<file path="src/rtl/picoblaze_io_bridge.sv">
// picoblaze_io_bridge: KCPSM6 port-mapped I/O bridge with synchronised
// inputs, output registers, change-event flags and an acked interrupt.
//
// Ports:
//   clk_i, reset        clock, asynchronous active-high reset
//   port_id, out_port   kcpsm6 address / write data
//   write_strobe        OUTPUT qualifier (full 8-bit decode)
//   k_write_strobe      OUTPUTK qualifier (decodes port_id[3:0])
//   read_strobe         INPUT qualifier (clears flags on STAT_ADDR)
//   in_port             registered read data, 1-cycle latency
//   interrupt, interrupt_ack  request / acknowledge handshake
//   gpio_in             IN_CH x 8 asynchronous inputs
//   gpio_out            OUT_CH x 8 output registers
//
// Build option: define IO_READBACK_EN to let OUT_BASE+j read back
// gpio_out[j]; otherwise those addresses read 8'h00.

module picoblaze_io_bridge #(
  parameter int         IN_CH     = 2,
  parameter int         OUT_CH    = 3,
  parameter logic [7:0] IN_BASE   = 8'h00,
  parameter logic [7:0] OUT_BASE  = 8'h04,
  parameter logic [7:0] STAT_ADDR = 8'h10,
  parameter logic [7:0] MASK_ADDR = 8'h11
) (
  input  logic                clk_i,
  input  logic                reset,
  input  logic [7:0]          port_id,
  input  logic [7:0]          out_port,
  input  logic                write_strobe,
  input  logic                k_write_strobe,
  input  logic                read_strobe,
  output logic [7:0]          in_port,
  output logic                interrupt,
  input  logic                interrupt_ack,
  input  logic [IN_CH*8-1:0]  gpio_in,
  output logic [OUT_CH*8-1:0] gpio_out
);

  typedef enum logic [1:0] {
    IDLE = 2'd0,
    REQ  = 2'd1,
    WAIT = 2'd2
  } irq_state_e;

  irq_state_e state_q, state_d;

  logic [IN_CH*8-1:0]  meta_q, sync_q, prev_q;
  logic [IN_CH-1:0]    flags_q, flags_d;
  logic [IN_CH-1:0]    mask_q, mask_d;
  logic [IN_CH-1:0]    evt;
  logic [OUT_CH*8-1:0] out_q, out_d;
  logic [7:0]          rd_q, rd_d;
  logic                irq_q, irq_d;
  logic                pend;
  logic                stat_clr;

  assign in_port  = rd_q;
  assign gpio_out = out_q;
  assign interrupt = irq_q;

  assign pend     = |(flags_q & mask_q);
  assign stat_clr = read_strobe && (port_id == STAT_ADDR);

  // A channel raises its flag when any of its 8 bits changed.
  always_comb begin
    evt = '0;
    for (int i = 0; i < IN_CH; i++) begin
      evt[i] = (sync_q[8*i +: 8] != prev_q[8*i +: 8]);
    end
  end

  // A new event in the clearing cycle survives the clear.
  always_comb begin
    flags_d = (stat_clr ? '0 : flags_q) | evt;
  end

  always_comb begin
    mask_d = mask_q;
    if (write_strobe && (port_id == MASK_ADDR)) begin
      mask_d = out_port[IN_CH-1:0];
    end
  end

  always_comb begin
    out_d = out_q;
    for (int j = 0; j < OUT_CH; j++) begin
      logic [7:0] a;
      a = OUT_BASE + 8'(j);
      if ((write_strobe && (port_id == a)) ||
          (k_write_strobe && (port_id[3:0] == a[3:0]))) begin
        out_d[8*j +: 8] = out_port;
      end
    end
  end

  always_comb begin
    rd_d = 8'h00;
    for (int i = 0; i < IN_CH; i++) begin
      if (port_id == IN_BASE + 8'(i)) begin
        rd_d = sync_q[8*i +: 8];
      end
    end
`ifdef IO_READBACK_EN
    for (int j = 0; j < OUT_CH; j++) begin
      if (port_id == OUT_BASE + 8'(j)) begin
        rd_d = out_q[8*j +: 8];
      end
    end
`endif
    if (port_id == STAT_ADDR) begin
      rd_d = 8'h00;
      rd_d[IN_CH-1:0] = flags_q;
    end
    if (port_id == MASK_ADDR) begin
      rd_d = 8'h00;
      rd_d[IN_CH-1:0] = mask_q;
    end
  end

  // Once requested, the interrupt is held until acked even if the
  // mask drops; WAIT blocks re-requests until the flags are cleared.
  always_comb begin
    state_d = state_q;
    irq_d   = 1'b0;
    unique case (state_q)
      IDLE:    if (pend) state_d = REQ;
      REQ:     if (interrupt_ack) state_d = WAIT;
      WAIT:    if (!pend) state_d = IDLE;
      default: state_d = IDLE;
    endcase
    irq_d = (state_d == REQ);
  end

  always_ff @(posedge clk_i or posedge reset) begin
    if (reset) begin
      meta_q  <= '0;
      sync_q  <= '0;
      prev_q  <= '0;
      flags_q <= '0;
      mask_q  <= '0;
      out_q   <= '0;
      rd_q    <= '0;
      irq_q   <= 1'b0;
      state_q <= IDLE;
    end else begin
      meta_q  <= gpio_in;
      sync_q  <= meta_q;
      prev_q  <= sync_q;
      flags_q <= flags_d;
      mask_q  <= mask_d;
      out_q   <= out_d;
      rd_q    <= rd_d;
      irq_q   <= irq_d;
      state_q <= state_d;
    end
  end

endmodule
</file>
<file path="config.mk">
export PLATFORM = sky130hd
export DESIGN_NAME = picoblaze_io_bridge
export DESIGN_NICKNAME = d
export VERILOG_FILES = /design/src/rtl/picoblaze_io_bridge.sv
export SDC_FILE = /design/constraint.sdc
export NUM_CORES = 1
export LEC_CHECK = 0
export BUFFER_PORTS_ARGS = -buffer_cell sky130_fd_sc_hd__buf_4
export CAP_MARGIN = 15
export CORE_MARGIN = 10
export CORE_UTILIZATION = 47
export DETAILED_ROUTE_END_ITERATION = 8
export PLACE_DENSITY = 0.82
export SLEW_MARGIN = 20
export SYNTH_ARGS = -nofsm -noshare
export SYNTH_HDL_FRONTEND = slang
export SYNTH_SLANG_ARGS = --single-unit
export TNS_END_PERCENT = 100
</file>
<file path="constraint.sdc">
create_clock -name clk_i -period 3.2 [get_ports clk_i]
set_clock_uncertainty 0.15 [all_clocks]
set_input_delay 0.64 -clock clk_i [delete_from_list [all_inputs] [get_ports clk_i]]
set_output_delay 0.64 -clock clk_i [all_outputs]
set_load 0.02 [all_outputs]
</file>
==> metrics.cfg <==
[status]
status = finished clean

[placement]
placed_area_um2 = 3620
gp_congestion = 0.753
hpwl_um = 4090
io_buffers = 70
pre_cts_slack_ns = 0.610
placed_cells = 334

[logic_synthesis]
synth-seq-cells = 87
synth_seq_area_share_pct = 72.6
synth.distinct_cells = 27
synthAdderAreaFrac_pct = 0
ys_warn_count = 0
synth_common_cells = dfrtp_1 (87), mux2_2 (26), xnor2_1 (16)
synthArstFlopShare_pct = 100
synth.area.top_cells = dfrtp_1 (73%), mux2_2 (9.8%), xnor2_1 (4.7%), mux2i_1 (2.0%), nor2_1 (1.4%)
synth_top_area_share_pct = 72.6
synth_simple_gate_area_share_pct = 6.80
postSynthCellCount = 190
synth-xor-area-share_pct = 4.67
synthMuxAreaShare_pct = 11.8
synth_top_family_by_area = multiplexers
synth.avg_cell_area_um2 = 15.8
syn_area_um2 = 3000
synth_area_leader_cell = dfrtp_1
ys.flop_type = dfrtp_1
syn_nets = 228
yosysMostFrequentCell = dfrtp_1
synth-edff-count = 0
synth_compound_area_share_pct = 3.17

[final_layout]
antenna_cells = 0
stdcell_count = 350
register_area_um2 = 2180
final_area_um2 = 3820
syn_to_final_growth_pct = 27.3
multi_input_area_um2 = 792
layout-drive-gt1-share_pct = 42.9
fillers = 494
utilization_pct = 60.8
nets = 306

[die]
ios = 71
die_h_um = 99.9
initial_utilization_pct = 47.8
core_um2 = 6280
num_rows = 29
die-area_um2 = 9970
die_w_um = 99.9

[drt]
wirelength_um = 5610
antenna_left = 0
drc = 0
vias = 1686
drt_iter0_markers = 47
post_drt_wl_per_cell_um = 16.0
via_per_inst = 4.82
first_pass_iters = 4

[clocking]
cts_buffer_depth = 2
cts.hold.buffers_added = 0
numCtsBuffers = 9
clk-insertion-delay-late_ns = 0.34
cts_max_level = 3
cts_sinks = 87
clockRootBuffer = clkbuf_8
cts_tree = built
cts_resized = 0
cts.reportedPaths.clkPinSlew_ns = 0.08
cts_setup_buffers = 0

[sta]
final_hold_viol_count = 0
finalCritPeriodShare_pct = 69.7
finalCriticalPeriod_ns = 2.23
tns_ns = 0
slew_headroom_pct = 67.0
maxSlewViolCount = 0
rsz0062_at_grt = no
holdWs_ns = 0.195
setup_viol = 0
max_freq_mhz = 448
worst_pin_slew_ns = 0.495
worst_slack_ns = 0.970

[setup_path]
path_class = in2reg
cp.arrival_ns = 2.31
crit_path_start_kind = primary input
cp-end-kind = register
worstPathRequired_ns = 3.28
path_max_fanout = 8

[pwr]
combinationalPowerShare_pct = 17.8
internal-power_mw = 1.81
p_leak_nw = 1.78
power.total_mw = 2.45
clkPwrFrac_pct = 30.0
p_sw_share_pct = 26.0
seqPwrFrac_pct = 52.2
peakVddDrop_uv = 347
p_sw_mw = 0.637
powerDensity_nw_per_um2 = 642

[grt]
grt_pass1_wl_um = 9380
grtUsageTotal_pct = 11.9
grt-ovfl-total = 0
grt_pass1_vias = 1865
antenna_found_initial = 0
grt_max_degree = 88

[run]
cap_violations = 0

[hold_path]
hold_path_class = reg2reg

area by class of cell:
class | count | area share [%]
inverters | 2 | 0.229
multi-input cells | 97 | 20.7
flip-flops and latches | 87 | 57.0
well taps | 77 | 2.52
clock inverters | 5 | 1.47
clock buffers | 11 | 3.70
repair buffers | 71 | 14.3
power by group through the flow:
stage                     combinational [mW]  sequential [mW]  clock (mW)
after global placement                 0.437             1.30           0
after floorplan                        0.138             1.39           0
after detailed placement               0.445             1.30           0
final                                  0.437             1.28       0.735
after CTS                              0.446             1.28       0.756
after global routing                   0.470             1.30       0.811
cell families after synthesis:
family / Yosys count
flops: 87
simple gates: 36
mux: 32
xor+xnor: 16
compound gates: 13
buf+inv: 6
path summary, 6_finish.rpt:
kind | slack, ns | endpoint | cells past startpoint | start
setup / recovery | 0.97 | gpio_out[4]$_DFFE_PP0P_ | 5 | port_id[5]
hold reg to reg | 0.20 | sync_q[3]$_DFF_PP0_ | 0 | meta_q[3]$_DFF_PP0_
hold / removal | 0.20 | sync_q[3]$_DFF_PP0_ | 0 | meta_q[3]$_DFF_PP0_
max in group asynchronous | 2.34 | in_port[3]$_DFF_PP0_ | 3 | reset
setup reg to reg | 1.89 | flags_q[1]$_DFF_PP0_ | 3 | sync_q[14]$_DFF_PP0_
min in group asynchronous | 0.25 | gpio_out[6]$_DFFE_PP0P_ | 3 | reset
worst max-delay path, stage by stage:
cell	delay (ns)
buf_4	0.11
or4_4	0.56
nor3_4	0.23
o21a_1	0.37
mux2_2	0.39
sequential cells by signal, summed over array words and instances, names as in the netlist:
signal,count
in_port,8
state_q,2
mask_q,2
sync_q,16
meta_q,16
flags_q,2
interrupt,1
prev_q,16
gpio_out,24
routing by layer:
metal | vias to the layer above | share of wire, % | global-route usage [%]
li1 | 808 | - | -
met1 | 832 | 43 | 14.9
met2 | 40 | 49 | 17.7
met3 | 6 | 6.1 | 3.85
met4 | 0 | 1.4 | 6.62
met5 | - | 0 | 0
cell usage in the layout (no fill, tap or decap):
master,n
inv_6,1
mux2_2,26
nor2_1,11
nand4b_1,1
buf_4,70
nand2b_1,6
dfrtp_1,87
bufinv_16,1
nor4b_1,1
or4_4,1
xnor2_1,16
o21ai_2,2
or3_1,1
inv_1,1
a211o_1,2
clkinv_2,3
a221oi_1,2
o21ai_0,1
clkbuf_1,1
nand2_1,4
nor3_1,3
clkinvlp_4,1
nor2b_1,2
a31oi_1,2
buf_12,1
clkbuf_8,10
a22oi_1,1
nand4_1,5
o21a_1,1
a21oi_1,2
nor3_4,1
mux2i_1,6
Note: power is estimated with default switching activity, not from simulation.
